File: config.mk
export PLATFORM = sky130hd
export DESIGN_NAME = pipe_ctrl_flat
export DESIGN_NICKNAME = d
export VERILOG_FILES = /design/src/rtl/pipe_ctrl_pkg.sv /design/src/rtl/pipe_ctrl_if.sv /design/src/rtl/pipe_scoreboard.sv /design/src/rtl/pipe_ctrl.sv /design/src/flat_wrapper.sv
export SDC_FILE = /design/constraint.sdc
export NUM_CORES = 1
export LEC_CHECK = 0
export ABC_AREA = 1
export ABC_CLOCK_PERIOD_IN_PS = 1700
export CAP_MARGIN = 20
export CORE_AREA = 2 2 125 127
export DETAILED_ROUTE_END_ITERATION = 12
export DIE_AREA = 0 0 127 129
export SYNTH_ARGS = -nofsm -noshare
export SYNTH_HDL_FRONTEND = slang
export SYNTH_SLANG_ARGS = --single-unit
File: constraint.sdc
create_clock -name clk -period 1.7 [get_ports clk]
set_input_delay 0.255 -clock clk [delete_from_list [all_inputs] [get_ports clk]]
set_output_delay 0.255 -clock clk [all_outputs]
set_load 0.02 [all_outputs]
File: src/rtl/pipe_ctrl_pkg.sv
// pipe_ctrl shared definitions: stall vector layout,
// stall patterns, branch FSM states and enable constants.
package pipe_ctrl_pkg;

  localparam int STALL_W   = 6;
  localparam int ST_PC     = 0;
  localparam int ST_IF_ID  = 1;
  localparam int ST_ID_EX  = 2;
  localparam int ST_EX_MEM = 3;
  localparam int ST_MEM_WB = 4;
  localparam int ST_WB     = 5;

  localparam logic [STALL_W-1:0] STALL_NONE = 6'b000000;
  localparam logic [STALL_W-1:0] STALL_MEM  = 6'b011111;
  localparam logic [STALL_W-1:0] STALL_BR   = 6'b000000;
  localparam logic [STALL_W-1:0] STALL_ID   = 6'b000111;
  localparam logic [STALL_W-1:0] STALL_IF   = 6'b000011;

  typedef enum logic {
    RUN     = 1'b0,
    BR_WAIT = 1'b1
  } br_state_e;

  localparam logic RstEnable   = 1'b1;
  localparam logic WriteEnable = 1'b1;
  localparam logic ReadEnable  = 1'b1;

endpackage

File: src/rtl/pipe_ctrl_if.sv
// pipe_ctrl bundle: hazard/busy/branch status in,
// stall/flush controls and observability out.
interface pipe_ctrl_if #(
  parameter int REG_NUM    = 32,
  parameter int REG_ADDR_W = 5,
  parameter int CNT_W      = 16
);
  import pipe_ctrl_pkg::*;

  logic                  id_re1;
  logic                  id_re2;
  logic [REG_ADDR_W-1:0] id_raddr1;
  logic [REG_ADDR_W-1:0] id_raddr2;
  logic                  id_rsuc1;
  logic                  id_rsuc2;
  logic                  id_issue_load;
  logic [REG_ADDR_W-1:0] id_waddr;
  logic                  mem_we;
  logic [REG_ADDR_W-1:0] mem_waddr;
  logic                  wb_we;
  logic [REG_ADDR_W-1:0] wb_waddr;
  logic                  if_busy;
  logic                  mem_busy;
  logic                  ex_branch;
  logic [STALL_W-1:0]    stall;
  logic                  flush_if_id;
  logic                  flush_id_ex;
  logic [REG_NUM-1:0]    sb_pending;
  logic [CNT_W-1:0]      stall_cnt;

  modport master (
    output id_re1, id_re2, id_raddr1, id_raddr2,
    output id_rsuc1, id_rsuc2, id_issue_load, id_waddr,
    output mem_we, mem_waddr, wb_we, wb_waddr,
    output if_busy, mem_busy, ex_branch,
    input  stall, flush_if_id, flush_id_ex,
    input  sb_pending, stall_cnt
  );

  modport slave (
    input  id_re1, id_re2, id_raddr1, id_raddr2,
    input  id_rsuc1, id_rsuc2, id_issue_load, id_waddr,
    input  mem_we, mem_waddr, wb_we, wb_waddr,
    input  if_busy, mem_busy, ex_branch,
    output stall, flush_if_id, flush_id_ex,
    output sb_pending, stall_cnt
  );

endinterface

File: src/rtl/pipe_scoreboard.sv
// Pending-load bitmap: one bit per register with an
// outstanding load, set on issue, cleared on writeback.
module pipe_scoreboard #(
  parameter int REG_NUM    = 32,
  parameter int REG_ADDR_W = 5
) (
  input  logic                  clk,
  input  logic                  rst,
  input  logic                  set_i,
  input  logic [REG_ADDR_W-1:0] set_addr_i,
  input  logic                  clr_i,
  input  logic [REG_ADDR_W-1:0] clr_addr_i,
  input  logic [REG_ADDR_W-1:0] raddr1_i,
  input  logic [REG_ADDR_W-1:0] raddr2_i,
  output logic                  pend1_o,
  output logic                  pend2_o,
  output logic [REG_NUM-1:0]    pending_o
);
  import pipe_ctrl_pkg::*;

  logic [REG_NUM-1:0] pend_q;
  logic [REG_NUM-1:0] pend_d;

  // clear applied first so a same-cycle set wins
  always_comb begin
    pend_d = pend_q;
    if (clr_i) pend_d[clr_addr_i] = 1'b0;
    if (set_i) pend_d[set_addr_i] = 1'b1;
    pend_d[0] = 1'b0;
  end

  always_ff @(posedge clk) begin
    if (rst == RstEnable) pend_q <= '0;
    else                  pend_q <= pend_d;
  end

  assign pend1_o   = pend_q[raddr1_i];
  assign pend2_o   = pend_q[raddr2_i];
  assign pending_o = pend_q;

endmodule

File: src/rtl/pipe_ctrl.sv
// Pipeline control: stall/flush priority, branch wait
// FSM across memory stalls, and stall-cycle counter.
module pipe_ctrl #(
  parameter int REG_NUM    = 32,
  parameter int REG_ADDR_W = 5,
  parameter int CNT_W      = 16
) (
  input  logic        clk,
  input  logic        rst,
  pipe_ctrl_if.slave  bus
);
  import pipe_ctrl_pkg::*;

  br_state_e          state_q;
  br_state_e          state_d;
  logic [CNT_W-1:0]   cnt_q;
  logic [CNT_W-1:0]   cnt_d;
  logic [STALL_W-1:0] stall;
  logic               fl_if;
  logic               fl_ex;
  logic               br_eff;
  logic               pend1;
  logic               pend2;
  logic               haz1;
  logic               haz2;
  logic               sb_set;
  logic               sb_clr;

  assign sb_set = bus.id_issue_load & ~stall[ST_ID_EX] & ~fl_ex;
  assign sb_clr = bus.wb_we == WriteEnable;

  pipe_scoreboard #(
    .REG_NUM    (REG_NUM),
    .REG_ADDR_W (REG_ADDR_W)
  ) u_sb (
    .clk        (clk),
    .rst        (rst),
    .set_i      (sb_set),
    .set_addr_i (bus.id_waddr),
    .clr_i      (sb_clr),
    .clr_addr_i (bus.wb_waddr),
    .raddr1_i   (bus.id_raddr1),
    .raddr2_i   (bus.id_raddr2),
    .pend1_o    (pend1),
    .pend2_o    (pend2),
    .pending_o  (bus.sb_pending)
  );

  // a pending load is satisfied once MEM or WB can forward it
  always_comb begin
    haz1 = 1'b0;
    haz2 = 1'b0;
    if (bus.id_re1 == ReadEnable && bus.id_raddr1 != '0)
      haz1 = ~bus.id_rsuc1 | (pend1
        & ~(bus.mem_we & (bus.mem_waddr == bus.id_raddr1))
        & ~(bus.wb_we & (bus.wb_waddr == bus.id_raddr1)));
    if (bus.id_re2 == ReadEnable && bus.id_raddr2 != '0)
      haz2 = ~bus.id_rsuc2 | (pend2
        & ~(bus.mem_we & (bus.mem_waddr == bus.id_raddr2))
        & ~(bus.wb_we & (bus.wb_waddr == bus.id_raddr2)));
  end

  always_comb begin
    state_d = state_q;
    br_eff  = 1'b0;
    case (state_q)
      RUN: begin
        if (bus.ex_branch && bus.mem_busy) state_d = BR_WAIT;
        br_eff = bus.ex_branch & ~bus.mem_busy;
      end
      BR_WAIT: begin
        if (!bus.mem_busy) state_d = RUN;
        br_eff = ~bus.mem_busy;
      end
      default: state_d = RUN;
    endcase
  end

  always_comb begin
    stall = STALL_NONE;
    fl_if = 1'b0;
    fl_ex = 1'b0;
    if (rst == RstEnable) begin
      stall = STALL_NONE;
    end else if (bus.mem_busy) begin
      stall = STALL_MEM;
    end else if (br_eff) begin
      stall = STALL_BR;
      fl_if = 1'b1;
      fl_ex = 1'b1;
    end else if (haz1 | haz2) begin
      stall = STALL_ID;
      fl_ex = 1'b1;
    end else if (bus.if_busy) begin
      stall = STALL_IF;
      fl_if = 1'b1;
    end
  end

  always_comb begin
    cnt_d = cnt_q;
    if (stall[ST_PC] && cnt_q != '1) cnt_d = cnt_q + 1'b1;
  end

  always_ff @(posedge clk) begin
    if (rst == RstEnable) begin
      state_q <= RUN;
      cnt_q   <= '0;
    end else begin
      state_q <= state_d;
      cnt_q   <= cnt_d;
    end
  end

  assign bus.stall       = stall;
  assign bus.flush_if_id = fl_if;
  assign bus.flush_id_ex = fl_ex;
  assign bus.stall_cnt   = cnt_q;

endmodule

File: src/flat_wrapper.sv
// flat-port wrapper written by rule: the top's interface ports become plain ports
module pipe_ctrl_flat import pipe_ctrl_pkg::*;
#(
  parameter int REG_NUM    = 32,
  parameter int REG_ADDR_W = 5,
  parameter int CNT_W      = 16
)
  (clk, rst, bus_id_re1, bus_id_re2, bus_id_raddr1, bus_id_raddr2, bus_id_rsuc1, bus_id_rsuc2, bus_id_issue_load, bus_id_waddr, bus_mem_we, bus_mem_waddr, bus_wb_we, bus_wb_waddr, bus_if_busy, bus_mem_busy, bus_ex_branch, bus_stall, bus_flush_if_id, bus_flush_id_ex, bus_sb_pending, bus_stall_cnt);
  pipe_ctrl_if #(.REG_NUM(REG_NUM), .REG_ADDR_W(REG_ADDR_W), .CNT_W(CNT_W)) bus_i ();
  input  logic clk;
  input  logic rst;
  input wire logic [$bits(bus_i.id_re1)-1:0] bus_id_re1;
  input wire logic [$bits(bus_i.id_re2)-1:0] bus_id_re2;
  input wire logic [$bits(bus_i.id_raddr1)-1:0] bus_id_raddr1;
  input wire logic [$bits(bus_i.id_raddr2)-1:0] bus_id_raddr2;
  input wire logic [$bits(bus_i.id_rsuc1)-1:0] bus_id_rsuc1;
  input wire logic [$bits(bus_i.id_rsuc2)-1:0] bus_id_rsuc2;
  input wire logic [$bits(bus_i.id_issue_load)-1:0] bus_id_issue_load;
  input wire logic [$bits(bus_i.id_waddr)-1:0] bus_id_waddr;
  input wire logic [$bits(bus_i.mem_we)-1:0] bus_mem_we;
  input wire logic [$bits(bus_i.mem_waddr)-1:0] bus_mem_waddr;
  input wire logic [$bits(bus_i.wb_we)-1:0] bus_wb_we;
  input wire logic [$bits(bus_i.wb_waddr)-1:0] bus_wb_waddr;
  input wire logic [$bits(bus_i.if_busy)-1:0] bus_if_busy;
  input wire logic [$bits(bus_i.mem_busy)-1:0] bus_mem_busy;
  input wire logic [$bits(bus_i.ex_branch)-1:0] bus_ex_branch;
  output wire logic [$bits(bus_i.stall)-1:0] bus_stall;
  output wire logic [$bits(bus_i.flush_if_id)-1:0] bus_flush_if_id;
  output wire logic [$bits(bus_i.flush_id_ex)-1:0] bus_flush_id_ex;
  output wire logic [$bits(bus_i.sb_pending)-1:0] bus_sb_pending;
  output wire logic [$bits(bus_i.stall_cnt)-1:0] bus_stall_cnt;
  assign bus_i.id_re1 = bus_id_re1;
  assign bus_i.id_re2 = bus_id_re2;
  assign bus_i.id_raddr1 = bus_id_raddr1;
  assign bus_i.id_raddr2 = bus_id_raddr2;
  assign bus_i.id_rsuc1 = bus_id_rsuc1;
  assign bus_i.id_rsuc2 = bus_id_rsuc2;
  assign bus_i.id_issue_load = bus_id_issue_load;
  assign bus_i.id_waddr = bus_id_waddr;
  assign bus_i.mem_we = bus_mem_we;
  assign bus_i.mem_waddr = bus_mem_waddr;
  assign bus_i.wb_we = bus_wb_we;
  assign bus_i.wb_waddr = bus_wb_waddr;
  assign bus_i.if_busy = bus_if_busy;
  assign bus_i.mem_busy = bus_mem_busy;
  assign bus_i.ex_branch = bus_ex_branch;
  assign bus_stall = bus_i.stall;
  assign bus_flush_if_id = bus_i.flush_if_id;
  assign bus_flush_id_ex = bus_i.flush_id_ex;
  assign bus_sb_pending = bus_i.sb_pending;
  assign bus_stall_cnt = bus_i.stall_cnt;
  pipe_ctrl #(.REG_NUM(REG_NUM), .REG_ADDR_W(REG_ADDR_W), .CNT_W(CNT_W)) u_core (.clk(clk), .rst(rst), .bus(bus_i));
endmodule
# ---- Yosys cells after proc, flatten, opt, wreduce, memory -nomap -nowiden
# Index checks and enable logic that the tools add are counted.
dict set report word_totals {
  register_bits 49
  latchBits 0
  mem_bits_rw 0
  romBits 0
  in_bits 37
  output_inout_bits 56
  elab_cells 81
  mem_count 0
}
dict set report op_classes {
  add_sub_neg 1
  multipliers 0
  n_div 0
  magnitude_cmp 6
  n_eq_ne 5
  shifts 0
  n_mux 30
  n_bitwise 27
  reduce_logical 8
}
# operator n
set ops {}
lappend ops {{32-bit 2-to-1 mux} 2}
lappend ops {{32-bit AND} 1}
lappend ops {{32-bit NOT} 1}
lappend ops {{32-bit OR} 1}
lappend ops {{5-bit by 6-bit less-than comparator with 1-bit output (second input constant)} 4}
lappend ops {{6-bit 2-to-1 mux} 4}
lappend ops {{5-bit == test} 4}
lappend ops {{1-bit 2-to-1 mux} 17}
lappend ops {{16-bit by 1-bit adder with 16-bit output (second input constant)} 1}
lappend ops {{16-bit != test (second input constant)} 1}
lappend ops {{1-bit AND} 11}
lappend ops {{1-bit binary-select mux with 5-bit select} 2}
lappend ops {{1-bit demux with 5-bit select} 2}
lappend ops {{5-bit by 1-bit greater-or-equal comparator with 1-bit output (second input constant)} 2}
lappend ops {{1-bit NOT} 10}
lappend ops {{5-bit nonzero test} 2}
lappend ops {{1-bit logical AND} 6}
lappend ops {{1-bit one-hot mux with 2 select lines} 2}
lappend ops {{1-bit OR} 3}
lappend ops {{2-bit 2-to-1 mux} 1}

# ---- Depth between registers and ports, before layout
# Gate-level depths: netlist of run 1.
dict set report depth {
  ltp_word 16
  depth_mapped 19
  ltp_nobuf 18
}

# ---- Hierarchy
# A second synthesis of run 1 with hierarchy kept.
dict set report unflattened {
  cells_unflattened 581
  area_unflattened_um2 3547.2
}
# mod n_inst cells_per_inst area_per_inst_um2
set by_module_without_submodules {}
lappend by_module_without_submodules {pipe_scoreboard 1 320 1998.2}
lappend by_module_without_submodules {pipe_ctrl 1 261 1549.0}

# ---- Worst setup path after synthesis of run 1
# Ideal clock, no wire load.
dict set report synth_timing {
  path_kind {flip-flop to flip-flop}
  startpoint {reg u_core.cnt_q[1] (netlist: u_core.bus.stall_cnt[1])}
  endpoint {reg u_core.cnt_q[9] (netlist: u_core.bus.stall_cnt[9])}
  arrival_time_ns 1.876
  slack_ns -0.292
  stages_incl_launch_ff 14
  n_path_buf 1
  synth_period_minus_slack_ns 1.992
  path_cell_list {dfxtp_1 ha_1 inv_1 nor4_2 nand2_1 nor3_2 nand2_1 buf_2 nand4_1 nor2_1 nand3_1 nand2_1 inv_1 nor2_1}
}
dict set report synth_via {
  elab_chain_cells 2
  elab_cells_between_ends 3
  classes_between {add/sub: 1; eq/ne: 1; reduce/logical: 1}
}
# element line
set synth_lines {}
lappend synth_lines {{start, declared} pipe_ctrl.sv:16} ;# logic [CNT_W-1:0] cnt_q;
lappend synth_lines {{start signal, assigned} pipe_ctrl.sv:111} ;# cnt_q <= cnt_d;
lappend synth_lines {{parallel branches: the longest is 2 deep, another holds 16-bit by 1-bit adder with 16-bit output} --}
# Several ways; the timed one is not identified.
# A chain may end at the register's enable or synchronous reset.

# ---- Final worst setup path of run 1
dict set report layout_timing {
  startpoint {reg u_core.u_sb.pend_q[15] (netlist: u_core.u_sb.pending_o[15])}
  endpoint {out bus_stall[2]}
}
dict set report layout_via {
  elab_chain_cells 11
  elab_cells_between_ends 17
  classes_between {mux: 10; bitwise: 7}
}
# element line
set layout_lines {}
lappend layout_lines {{start, declared} pipe_scoreboard.sv:21} ;# logic [REG_NUM-1:0] pend_q;
lappend layout_lines {{start signal, assigned} pipe_scoreboard.sv:34} ;# else pend_q <= pend_d;
lappend layout_lines {{1-bit binary-select mux with 5-bit select (on tied branches)} {pipe_scoreboard.sv:37, pipe_scoreboard.sv:38}}
lappend layout_lines {{1-bit 2-to-1 mux (on tied branches)} {pipe_scoreboard.sv:37, pipe_scoreboard.sv:38}}
lappend layout_lines {{1-bit AND (on tied branches)} {pipe_ctrl.sv:55, pipe_ctrl.sv:59}}
lappend layout_lines {{1-bit AND (on tied branches)} {pipe_ctrl.sv:56, pipe_ctrl.sv:60}}
lappend layout_lines {{1-bit OR (on tied branches)} {pipe_ctrl.sv:54, pipe_ctrl.sv:58}}
lappend layout_lines {{1-bit 2-to-1 mux (on tied branches)} {pipe_ctrl.sv:53, pipe_ctrl.sv:57}}
lappend layout_lines {{1-bit OR *} pipe_ctrl.sv:91} ;# end else if (haz1 | haz2) begin
lappend layout_lines {{6-bit 2-to-1 mux *} pipe_ctrl.sv:91}
lappend layout_lines {{6-bit 2-to-1 mux *} pipe_ctrl.sv:87} ;# end else if (br_eff) begin
lappend layout_lines {{6-bit 2-to-1 mux *} pipe_ctrl.sv:85} ;# end else if (bus.mem_busy) begin
lappend layout_lines {{6-bit 2-to-1 mux *} pipe_ctrl.sv:83} ;# if (rst == RstEnable) begin
lappend layout_lines {{end, declared} flat_wrapper.sv:27} ;# output wire logic [$bits(bus_i.stall)-1:0] bus_stall;
# Every way passes the cells marked *; elsewhere a longest branch is shown, timed or not. The select of a mux whose other input is x is not followed.

==> results.ini, run 1 <==
[outcome]
status=finished, violations left
violations=setup timing

[sta]
finalSetupViolations=52
maxSlewViolCount=0
rsz0062_at_grt=yes
worst_slack_ns=-0.427
fmaxAchievable_mhz=470
fin_crit_sh=1.25
finalHoldViolCount=0
layout_min_cycle_time_ns=2.13
hold_ws_ns=0.490
skew_ns=0.00403

[synth]
syn_inst=607
synth_area_um2=3690
ys_ff_latch=48
synthTopCellsByArea=dfxtp_1, nand2_1, nand3_1, nand4_1, nor2_1
synth.avg_cell_area_um2=6.08
synth_top_cell_by_area=dfxtp_1
yosysWarnings=0
seq_area_frac_synth=0.261
ys_types=35
synth_top_area_share=0.261

[power]
power_density_nw_per_um2=516
worst_ir_drop_vdd_v=0.000386
p_leak_uw=0.00267

[finish]
multi_input_area_um2=2430
layout_common_cells=nand2_1, buf_4, nand3_1
mostFrequentLayoutCell=nand2_1
final_core_util=0.412
regArea_um2=1010
stdcell_area_um2=6160
nets=840
drive_gt1_frac=0.315
insertedDiodeCount=0
area_delta_synth_final_pct=67.1
fill_cells=1580

[routing]
finalWirelength_um=14600
routed_via_density=4.84
ant_nets=0
drt_pre_antenna_iters=5
wl_per_cell_um=14.7
drc=0
via_count=4796
drt-initial-drc-count=312

[global_routing]
use_met1=0.229
grt-busiest-layer=met2
grt_max_degree=32
gr-usage-met3=0.0353
grt_pass1_vias=4569
antenna_found_initial=0
grt_first_pass_wirelength_um=23200
use_met2=0.295
overflow=0
track_usage=0.175

[floorplanning]
die_h_um=129
io_pins=93
core-area_um2=15000
die_w_um=127
row_count=45
die-area_um2=16400
initial_utilization=0.246

[placement]
port-buffer-count=90
dp_hpwl_um=10800
placed_cell_area_um2=5520
post-place-ws_ns=-1.20
gp_congestion=0.959

[critical_path]
critPathKind=flop to output port
cp_max_fo=3
startpoint_type=flop
worstPathRequired_ns=1.44
crit_arrival_ns=1.87
worst_setup_path_end_kind=output port

[clocking]
root_buffer=clkbuf_16
clk_latency_ns=0.29
htreeDepth=2
holdBufCountCts=0
clock_path_buffers=2
numCtsBuffers=5
cts_tree=yes
clkSinkCount=48
clkTransAtPathRegs_ns=0.07

[min_path]
min_path_type=flop to flop

[flow_run]
drv_cap=0

[registers in the layout (all words and copies together) (netlist names)]
| name | cells |
|---|---|
| u_core.u_sb.pending_o | 31 |
| u_core.bus.stall_cnt | 16 |
| u_core.state_q | 1 |
[per-layer routing]
layer	routed length, um	share of wire
met5	0	0
met4	246	0.017
met3	1000	0.069
met2	6860	0.47
met1	6470	0.44
[cell type report]
type	instances	area share
well taps	188	0.0382
inverters	74	0.0495
repair buffers	216	0.326
flip-flops and latches	48	0.164
clock buffers	5	0.0203
multi-input cells	457	0.395
clock inverters	3	0.00670
[final timing paths]
path	start	to	slack (ns)	cells past startpoint
worst min register to register	u_core.state_q	u_core.state_q	0.49	2
worst max-delay path	u_core.u_sb.pending_o[15]	bus_stall[2]	-0.43	14
worst max register to register	u_core.u_sb.pending_o[15]	u_core.u_sb.pending_o[30]	-0.37	16
worst min-delay path	u_core.state_q	u_core.state_q	0.49	2
[what timing repair did]
| item | 4_1_cts | 5_1_grt |
|---|---|---|
| endpoints found under the setup margin | 56 | 54 |
| setup buffers | 10 | 4 |
| pin swaps | 41 | 22 |
| gates cloned | 5 | 1 |
| endpoints found under the hold margin | 0 | 0 |
| resized for setup | 144 | 34 |
[synthesized netlist by cell type, drive strengths merged]
cell type and instances:
nand2 134, nand3 80, inv 74, nor2 72
dfxtp 48, a21oi 47, nand4 44, o21ai 43
buf 25, xor2 9, nor3 7, clkbuf 6
o22ai 4, nor4 3, xnor2 3, a21boi 1
conb 1, ha 1, nand3b 1, nor3b 1
o211ai 1, o21bai 1, o2bb2ai 1
[cell families after synthesis]
kind of cell             Yosys count  share of synthesized area
XOR/XNOR                          12                     0.0285
adder cells (fa/ha/maj)            1                    0.00339
other                              1                    0.00102
AO/OA/AOI/OAI                     98                      0.142
flip-flops                        48                      0.261
AND/OR/NAND/NOR                  342                      0.424
buffers and inverters            105                      0.140
[metrics by stage]
step	TNS, ns	power [uW]	std cells
finish	-14.33	3180	991
global route	-21.81	3310	991
global placement	-52.86	1940	963
CTS	-10.52	3160	986
detailed placement	-52.67	1940	963
floorplan	-1.02	1600	608
[where the power goes]
part	leakage [uW]	switching (uW)	internal (uW)
registers	0.000404	12.0	1130
clock network	0.0000841	454	693
logic	0.00218	485	402
[worst max-delay path: stages, from the launching register on]
cell and delay, ns:
dfxtp_1 0.31, inv_1 0.07, nand2_1 0.05, nand3_1 0.09, nand3_1 0.09, nand3_1 0.11
nand3_2 0.09, nand3_1 0.07, nand2_1 0.06, nand2_2 0.10, nand2_4 0.06, buf_6 0.11
a21oi_4 0.20, inv_6 0.04, buf_6 0.12
(Power assumes the default switching activity.)
==> inputs of run 2 (changes only) <==
Settings changed: CTS_BUF_LIST set to sky130_fd_sc_hd__clkbuf_4 sky130_fd_sc_hd__clkbuf_8.
==> run 2 against run 1 <==
  * The run still ends with setup timing left
  * Clock power shrank 25%
  * Design area grew 0.47%
  * Sequential power is essentially flat
  * Final cell count grew 0.30%
  * Non-clock buffer count grew 3
  * Worst hold slack gained 0.0053 ns
  * Clock skew grew 0.0026 ns
  * Global-route usage shrank 0.095 points
  * Utilization grew 0.19 points
  * Maximum frequency shrank 1.6%
  * Via count grew 0.10%
  * Critical endpoint unchanged
  * Largest cell class unchanged
==> results.ini, run 2 (synthesis gave the netlist of run 1 again) <==
[flow_run]
drv_cap=0

[routing]
finalWirelength_um=14600
wl_per_cell_um=14.7
drc=0
drt-initial-drc-count=347
via_count=4801
drt_pre_antenna_iters=5
routed_via_density=4.83
ant_nets=0

[critical_path]
cp_common_cell=nand3_1
max_stage_delay_ns=0.34
critPathKind=flop to output port
crit_arrival_ns=1.91
slowest_stage=dfxtp_2
startpoint_type=flop
crit_path_cell_trace=inv_2, nand2_1, nand3_1, nand3_1, nand3_1, nand3_2, nand3_2, nand2_2, nand2_4, nand2_4, buf_6, a21oi_4, inv_6, buf_6
worst_setup_path_end_kind=output port
cp_max_fo=2
crit_family=simple AND/OR/NAND/NOR gates
cp_num_buf_inv=4
worstPathRequired_ns=1.44

[finish]
drive_gt1_frac=0.323
fill_cells=1566
stdcell_area_um2=6190
area_delta_synth_final_pct=67.9
final_cells=994
nets=843
regArea_um2=1020
insertedDiodeCount=0
largest_reg_flops=31
multi_input_area_um2=2460
layout_common_cells=nand2_1, buf_4, nor2_1
mostFrequentLayoutCell=nand2_1

[sta]
maxSlewViolCount=0
skew_ns=0.00666
rsz0062_at_grt=yes
fin_crit_sh=1.27
finalSetupViolations=52
fmaxAchievable_mhz=463
finalHoldViolCount=0
layout_min_cycle_time_ns=2.16
worst_slack_ns=-0.462
setup_tns_ns=-16.83

[floorplanning]
die-area_um2=16400
die_h_um=129
core-area_um2=15000
row_count=45
die_w_um=127
io_pins=93
initial_utilization=0.246

[global_routing]
grt_first_pass_wirelength_um=23100
grt_max_degree=32
track_usage=0.174
grt_pass1_vias=4543
overflow=0
antenna_found_initial=0

[placement]
placed_cells=963
port-buffer-count=90
gp_congestion=0.959
dp_hpwl_um=10800
post-place-ws_ns=-1.20
placed_cell_area_um2=5520

[clocking]
cts_tree=yes
clk_latency_ns=0.31
numCtsBuffers=5
clkSinkCount=48
root_buffer=clkbuf_8
htreeDepth=2
clock_path_buffers=2
holdBufCountCts=0
clkTransAtPathRegs_ns=0.09

[min_path]
min_path_type=flop to flop

[outcome]
violations=setup timing
status=finished, violations left

[power]
worst_ir_drop_vdd_v=0.000359
power.total_uw=2900
power_density_nw_per_um2=468
p_leak_uw=0.00283

[run 2: per-stage QoR]
stage	util	hold slack, ns
after floorplan	-	0.418
after global placement	0.368	0.472
after detailed placement	0.368	0.478
after CTS	0.397	0.500
after global routing	0.414	0.528
final	0.414	0.495
[run 2: cell type report]
class	instances	area share
Multi-Input combinational cell	457	0.397
Clock buffer	5	0.0111
Clock inverter	3	0.00667
Timing Repair Buffer	219	0.334
Sequential cell	48	0.164
Tap cell	188	0.0380
Inverter	74	0.0493
[run 2: routing by layer]
metal	wire length, um	global-route usage	up-vias
met4	250	0.0459	0
met5	0	0	-
met1	6430	0.230	2158
li1	-	-	2420
met3	1030	0.0328	27
met2	6910	0.294	196
[run 2: worst reg2reg max path: cells and delay by family (launching register included)]
kind / cells / cell delay (ns)
AO/OA/AOI/OAI: 2 / 0.35
buffers and inverters: 4 / 0.52
flip-flops: 1 / 0.34
AND/OR/NAND/NOR: 10 / 0.83
[run 2: repair_timing]
item                       CTS  global route
hold endpoints to repair     0             0
buffers inserted            11             7
setup endpoints to repair   65            61
gates resized for setup    130            59
pin swaps                   34            22
cloned                       5             1
[run 2: worst paths after layout]
path	cells past startpoint	from	slack [ns]	end
worst max register to register	16	u_core.u_sb.pending_o[23]	-0.42	u_core.u_sb.pending_o[30]
worst min-delay path	2	u_core.state_q	0.50	u_core.state_q
worst max-delay path	14	u_core.u_sb.pending_o[23]	-0.46	bus_stall[2]
worst min register to register	2	u_core.state_q	0.50	u_core.state_q
[run 2: report_power, final]
group	leakage, uW	internal (uW)	switching [uW]
sequential	0.000404	1130	11.7
clock	0.0000585	438	425
combinational	0.00237	404	489
total	0.00283	1970	926
